$ cat config.mk
export PLATFORM = sky130hd
export DESIGN_NAME = led_sequencer
export DESIGN_NICKNAME = d
export VERILOG_FILES = /design/src/rtl/led_seq_pkg.sv /design/src/rtl/sw_debounce.sv /design/src/rtl/led_sequencer.sv
export SDC_FILE = /design/constraint.sdc
export NUM_CORES = 1
export LEC_CHECK = 0
export ABC_AREA = 1
export CAP_MARGIN = 40
export CORE_MARGIN = 1.5
export CORE_UTILIZATION = 63
export CTS_CLUSTER_DIAMETER = 50
export CTS_CLUSTER_SIZE = 30
export DETAILED_ROUTE_END_ITERATION = 7
export DONT_BUFFER_PORTS = 1
export GPL_TIMING_DRIVEN = 0
export PLACE_DENSITY = 0.8
export SYNTH_ARGS = -nofsm -noshare
export SYNTH_HDL_FRONTEND = slang
export SYNTH_HIERARCHICAL = 1
export SYNTH_SLANG_ARGS = --single-unit
$ cat constraint.sdc
create_clock -name fpga_CLK_AUX -period 1.9 [get_ports fpga_CLK_AUX]
set_input_delay 0.095 -clock fpga_CLK_AUX [delete_from_list [all_inputs] [get_ports fpga_CLK_AUX]]
set_output_delay 0.095 -clock fpga_CLK_AUX [all_outputs]
set_load 0.02 [all_outputs]
$ cat src/rtl/led_seq_pkg.sv
// led_seq_pkg
// Shared types and constants for the LED sequencer slice.
//   mode_t      : sequencer modes, in advance order OFF -> BLINK -> CHASE -> COUNT
//   ENTRY_*     : LED pattern loaded when a mode is entered
//   SW_IDX_*    : bit positions of the switches in the conditioned switch vector
//   next_mode   : mode that follows a given mode (wraps COUNT -> OFF)
//   entry_leds  : entry pattern for a mode
//   step_leds   : pattern after one step in a mode
package led_seq_pkg;

  typedef enum logic [1:0] {
    MODE_OFF   = 2'd0,
    MODE_BLINK = 2'd1,
    MODE_CHASE = 2'd2,
    MODE_COUNT = 2'd3
  } mode_t;

  localparam logic [3:0] ENTRY_OFF   = 4'b0000;
  localparam logic [3:0] ENTRY_BLINK = 4'b0000;
  localparam logic [3:0] ENTRY_CHASE = 4'b0001;
  localparam logic [3:0] ENTRY_COUNT = 4'b0000;

  localparam int NUM_SW      = 2;
  localparam int SW_IDX_MODE = 0;
  localparam int SW_IDX_RUN  = 1;

  function automatic mode_t next_mode(input mode_t m);
    mode_t n;
    n = MODE_OFF;
    case (m)
      MODE_OFF:   n = MODE_BLINK;
      MODE_BLINK: n = MODE_CHASE;
      MODE_CHASE: n = MODE_COUNT;
      MODE_COUNT: n = MODE_OFF;
      default:    n = MODE_OFF;
    endcase
    return n;
  endfunction

  function automatic logic [3:0] entry_leds(input mode_t m);
    logic [3:0] p;
    p = ENTRY_OFF;
    case (m)
      MODE_OFF:   p = ENTRY_OFF;
      MODE_BLINK: p = ENTRY_BLINK;
      MODE_CHASE: p = ENTRY_CHASE;
      MODE_COUNT: p = ENTRY_COUNT;
      default:    p = ENTRY_OFF;
    endcase
    return p;
  endfunction

  function automatic logic [3:0] step_leds(input mode_t m, input logic [3:0] l);
    logic [3:0] p;
    p = 4'b0000;
    case (m)
      MODE_OFF:   p = 4'b0000;
      MODE_BLINK: p = ~l;
      MODE_CHASE: p = {l[2:0], l[3]};
      MODE_COUNT: p = l + 4'd1;
      default:    p = 4'b0000;
    endcase
    return p;
  endfunction

endpackage

$ cat src/rtl/sw_debounce.sv
// sw_debounce
// Conditions one asynchronous switch: 2-FF synchronizer, optionally followed
// by a stability filter.
// Optional feature macro: LED_SEQ_DEBOUNCE_EN
//   defined   : o_sw follows the synchronized value only after it has differed
//               from o_sw for DEBOUNCE_CYC consecutive cycles
//   undefined : o_sw is the synchronizer output; DEBOUNCE_CYC has no effect
// Ports:
//   i_clk  : clock, rising edge
//   i_nrst : asynchronous active-low reset (all state to 0)
//   i_sw   : raw asynchronous switch
//   o_sw   : conditioned switch level
module sw_debounce #(
  parameter int DEBOUNCE_CYC = 270_000
) (
  input  logic i_clk,
  input  logic i_nrst,
  input  logic i_sw,
  output logic o_sw
);

  logic r_sync1;
  logic r_sync2;

  always_ff @(posedge i_clk or negedge i_nrst) begin
    if (!i_nrst) begin
      r_sync1 <= 1'b0;
      r_sync2 <= 1'b0;
    end else begin
      r_sync1 <= i_sw;
      r_sync2 <= r_sync1;
    end
  end

`ifdef LED_SEQ_DEBOUNCE_EN
  localparam int CW = (DEBOUNCE_CYC > 1) ? $clog2(DEBOUNCE_CYC) : 1;
  localparam logic [CW-1:0] CNT_LAST = CW'(DEBOUNCE_CYC - 1);

  logic [CW-1:0] r_cnt;
  logic          r_out;

  // r_cnt counts consecutive cycles in which the synchronized level disagrees
  // with the output; any agreement restarts the window, so short glitches die.
  always_ff @(posedge i_clk or negedge i_nrst) begin
    if (!i_nrst) begin
      r_cnt <= '0;
      r_out <= 1'b0;
    end else if (r_sync2 == r_out) begin
      r_cnt <= '0;
    end else if (r_cnt == CNT_LAST) begin
      r_cnt <= '0;
      r_out <= r_sync2;
    end else begin
      r_cnt <= r_cnt + CW'(1);
    end
  end

  assign o_sw = r_out;
`else
  // The stability window plays no role in this build.
  logic w_unused_debounce_cyc;
  assign w_unused_debounce_cyc = (DEBOUNCE_CYC > 0);

  assign o_sw = r_sync2;
`endif

endmodule

$ cat src/rtl/led_sequencer.sv
// led_sequencer
// Four-LED pattern sequencer with a mode switch and a run switch.
// Optional feature macro: LED_SEQ_DEBOUNCE_EN (switch stability filtering in
// sw_debounce; without it switches are only synchronized).
// Parameters:
//   CLK_HZ       : fpga_CLK_AUX frequency in Hz
//   TICK_HZ      : pattern step rate; DIV = CLK_HZ/TICK_HZ must be >= 2
//   DEBOUNCE_CYC : switch stability window in cycles (>= 1)
// Ports:
//   fpga_CLK_AUX : clock, rising edge
//   fpga_NRST    : asynchronous active-low reset
//   sw_mode      : async switch, each rising edge advances the mode
//   sw_run       : async switch, 1 = run, 0 = freeze pattern
//   leds         : registered LED pattern
//   mode         : registered current mode
//   tick         : registered one-cycle step strobe
module led_sequencer
  import led_seq_pkg::*;
#(
  parameter int CLK_HZ       = 27_000_000,
  parameter int TICK_HZ      = 1,
  parameter int DEBOUNCE_CYC = 270_000
) (
  input  logic       fpga_CLK_AUX,
  input  logic       fpga_NRST,
  input  logic       sw_mode,
  input  logic       sw_run,
  output logic [3:0] leds,
  output logic [1:0] mode,
  output logic       tick
);

  localparam int DIV = CLK_HZ / TICK_HZ;
  localparam int PW  = $clog2(DIV);
  localparam logic [PW-1:0] PRESC_LAST = PW'(DIV - 1);

  // Cycles after reset release during which mode edges are discarded: long
  // enough for the conditioned sw_mode to reach the real switch level, so a
  // switch already held high at release does not look like a fresh press.
`ifdef LED_SEQ_DEBOUNCE_EN
  localparam int SETTLE_CYC = DEBOUNCE_CYC + 4;
`else
  localparam int SETTLE_CYC = 4;
`endif
  localparam int SCW = $clog2(SETTLE_CYC + 1);
  localparam logic [SCW-1:0] SETTLE_LAST = SCW'(SETTLE_CYC);

  logic [NUM_SW-1:0] w_sw_raw;
  logic [NUM_SW-1:0] w_sw_cond;

  assign w_sw_raw[SW_IDX_MODE] = sw_mode;
  assign w_sw_raw[SW_IDX_RUN]  = sw_run;

  for (genvar gi = 0; gi < NUM_SW; gi++) begin : g_sw
    sw_debounce #(
      .DEBOUNCE_CYC(DEBOUNCE_CYC)
    ) u_sw_debounce (
      .i_clk (fpga_CLK_AUX),
      .i_nrst(fpga_NRST),
      .i_sw  (w_sw_raw[gi]),
      .o_sw  (w_sw_cond[gi])
    );
  end

  mode_t          r_mode;
  logic [3:0]     r_leds;
  logic [PW-1:0]  r_presc;
  logic           r_tick;
  logic           r_mode_prev;
  logic [SCW-1:0] r_settle_cnt;

  mode_t          w_mode_next;
  logic [3:0]     w_leds_next;
  logic [PW-1:0]  w_presc_next;
  logic           w_tick_next;
  logic           w_run;
  logic           w_settled;
  logic           w_mode_rise;

  assign w_run       = w_sw_cond[SW_IDX_RUN];
  assign w_settled   = (r_settle_cnt == SETTLE_LAST);
  assign w_mode_rise = w_sw_cond[SW_IDX_MODE] & ~r_mode_prev & w_settled;

  always_ff @(posedge fpga_CLK_AUX or negedge fpga_NRST) begin
    if (!fpga_NRST) begin
      r_mode       <= MODE_OFF;
      r_leds       <= 4'b0000;
      r_presc      <= '0;
      r_tick       <= 1'b0;
      r_mode_prev  <= 1'b0;
      r_settle_cnt <= '0;
    end else begin
      r_mode      <= w_mode_next;
      r_leds      <= w_leds_next;
      r_presc     <= w_presc_next;
      r_tick      <= w_tick_next;
      r_mode_prev <= w_sw_cond[SW_IDX_MODE];
      if (!w_settled) begin
        r_settle_cnt <= r_settle_cnt + SCW'(1);
      end
    end
  end

  // A mode edge takes priority over everything: it restarts the prescaler
  // and swallows a tick that lands in the same cycle.
  always_comb begin
    w_mode_next  = r_mode;
    w_leds_next  = r_leds;
    w_presc_next = r_presc;
    w_tick_next  = 1'b0;
    if (w_mode_rise) begin
      w_mode_next  = next_mode(r_mode);
      w_leds_next  = entry_leds(next_mode(r_mode));
      w_presc_next = '0;
    end else if (w_run) begin
      if (r_tick) begin
        w_leds_next = step_leds(r_mode, r_leds);
      end
      if (r_presc == PRESC_LAST) begin
        w_presc_next = '0;
        w_tick_next  = 1'b1;
      end else begin
        w_presc_next = r_presc + PW'(1);
      end
    end
  end

  assign leds = r_leds;
  assign mode = r_mode;
  assign tick = r_tick;

endmodule

==> results.toml <==
[run_status]
status = "finished clean"

[grt]
antenna_found_initial = 0
grt_pass1_vias = 1958
grt_max_degree = 41
busiest_layer = "met2"
use_met3_pct = 5.21
grt_pass1_wl_um = 8800
gr-usage-met1_pct = 39.6
grt-ovfl-total = 0
track_usage_pct = 27.6
grt_util_met2_pct = 42.0

[layout]
layout.cells.non_filler = 402
nets = 366
final_common_cell = "nand2_1"
mostFrequentLayoutCells = "nand2_1 (108), nor2_1 (61), inv_1 (43), dfrtp_1 (40), nand3_1 (31)"
utilization_pct = 72.0
area_growth_pct = 9.49
drive_gt1_share_pct = 6.50
antenna_cells = 0

[sta]
maxSlewHeadroom_pct = 74.2
min_period_ps = 1740
tightest_slew_ps = 386
finalHoldViolCount = 0
finalCritPeriodShare_pct = 91.5
timing.fmax_mhz = 575
drv_slew = 0
setup_tns_ps = 0
rsz0062_at_grt = "no"
fin_skew_ps = 12.6
setup_viol = 0

[yosys]
synth.avg_cell_area_um2 = 7.09
synthTopCellsByArea = "dfrtp_1 (41%), nand2_1 (17%), nor2_1 (9.6%), inv_1 (6.7%), nand3_1 (6.4%)"
synth_top_cell_by_area = "dfrtp_1"
synth_cell_types = 24
ys_ff_latch = 40
async_flop_share_pct = 100
synth_nets = 355
synth_edf_count = 0
yosysSeqAreaShare_pct = 41.3
synth_top_area_share_pct = 41.3
synthFlopType = "dfrtp_1"
synth_warnings = 6
postSynthCellCount = 342
netlist_area_um2 = 2430

[place]
dpl.hpwl_um = 3760
numPortBuffers = 0
gp_congestion = 0.955
place_inst = 390

[setup_path]
reg2reg_from = "r_settle_cnt[0]"
critPathMaxFanout = 7
cp_slowest_cell = "dfrtp_1"
r2r_slack_ps = 160
worstPathRequired_ps = 2140
timing.rr.end = "r_presc[23]"
cp-end-kind = "flop"
cp-start-kind = "flop"
criticalPathCategory = "reg2reg"
ff2ff_path_depth = 9
arrival_ps = 1980
cp_slowest_stage_delay_ps = 390
crit_chain = "inv_1, ha_1, nand2_2, inv_1, nand2_4, nand2_1, nor2_2, nand3_1, nand2_1"

[clock_network]
htree_num_levels = 2
cts-root-buf = "clkbuf_8"
max-clock-path-buffers = 2
cts_tree = "built"
clk_latency_ps = 300
cts_setup_buffers = 0
clkTransAtPathRegs_ps = 80
numCtsBuffers = 5
cts_sinks = 40

[floorplanning]
initial_core_util_pct = 65.8
die_w_um = 65.1
row_count = 22
coreArea_um2 = 3690
fp.dieArea_um2 = 4230
die_h_um = 65.1
num_io_pins = 11

[detailed_routing]
via_count = 2128
routed_wl_um = 5190
routed_via_density = 5.29
drt-pass1-iter-count = 5
wl_per_cell_um = 12.9
drt_iter0_markers = 189
postRouteAntennaNets = 0
drc_errors = 0

[pwr]
p_leak_nw = 1.27
power_per_cell_area_nw_per_um2 = 738
power.total_mw = 1.96
peakVddDrop_mv = 0.585

[job]
drv_cap = 0

[worst_hold_path]
hold_path_class = "in2async"
==> kinds of logic after synthesis <==
group	Yosys count	share of synthesized area, %
adders and majority gates	9	4.64
buffers and inverters	45	7.74
and+or+nand+nor	218	38.2
AOI/OAI and AO/OA	23	5.62
DFF	40	41.3
xor gates and xnor gates	7	2.53
==> how the worst max path moves through the flow <==
| stage | from | to | depth (start not counted) |
|---|---|---|---|
| 6_report | r_settle_cnt[0] | r_presc[23] | 9 |
| 5_1_grt | r_presc[0] | r_presc[10] | 9 |
| 4_1_cts | r_settle_cnt[0] | r_presc[23] | 9 |
| 3_5_place_dp | r_settle_cnt[0] | r_presc[23] | 9 |
| 3_3_place_gp | r_settle_cnt[0] | r_presc[23] | 9 |
| 2_1_floorplan | r_settle_cnt[0] | r_presc[8] | 9 |
==> stage by stage <==
step                      instance area [um^2]  setup slack [ps]  hold WS, ps
after floorplan                           2430               445         -201
after global placement                    2490              90.6         -200
after detailed placement                  2490              34.9         -200
after CTS                                 2640              14.2          251
after global routing                      2660              2.56          268
final                                     2660               161          245
==> routing by layer <==
layer	part of all wire, %	routed length [um]	up-vias
met1	49	2550	972
met5	0	0	-
met4	2.0	106	0
met2	43	2250	59
li1	-	-	1088
met3	5.4	281	9
==> where the power goes <==
group          leakage (nW)  internal [mW]  switching [mW]
Sequential            0.535          0.897          0.0936
Combinational         0.680          0.108           0.169
Clock                0.0552          0.390           0.302
==> layout make-up <==
cell class                 instances  area (um^2)
timing repair buffer               4         50.0
tap                               48         60.1
fill                             303         1030
inverter                          43          161
sequential                        40         1000
clock inverter                     2         35.0
multi-input combinational        257         1250
clock buffer                       6         72.6
buffer                             2         26.3
==> synthesized netlist by cell type (all sizes together), types with 2 or more instances <==
cell type	instances
nand2	113
nor2	68
inv	43
dfrtp	40
nand3	32
o21ai	14
ha	9
xor2	6
nand4	4
o21bai	4
buf	2
==> registers in the layout (all words and copies together) (netlist names) <==
name,cells
r_settle_cnt,3
g_sw.u_sw_debounce/r_sync1,2
tick,1
mode,2
g_sw.u_sw_debounce/o_sw,2
leds,4
r_presc,25
r_mode_prev,1
==> worst max-delay path, delay by kind of cell, from the launching register on <==
family / cells / cell delay (ps)
buffers and inverters: 2 / 160
DFF: 1 / 390
and+or+nand+nor: 6 / 940
adders and majority gates: 1 / 200
==> timing repair <==
action | 4_1_cts | 5_1_grt
hold buffers | 4 | 0
resized for setup | 0 | 3
setup endpoints to repair | 0 | 14
endpoints found under the hold margin | 42 | 0
No activity file was read; power rests on OpenSTA's default activity.
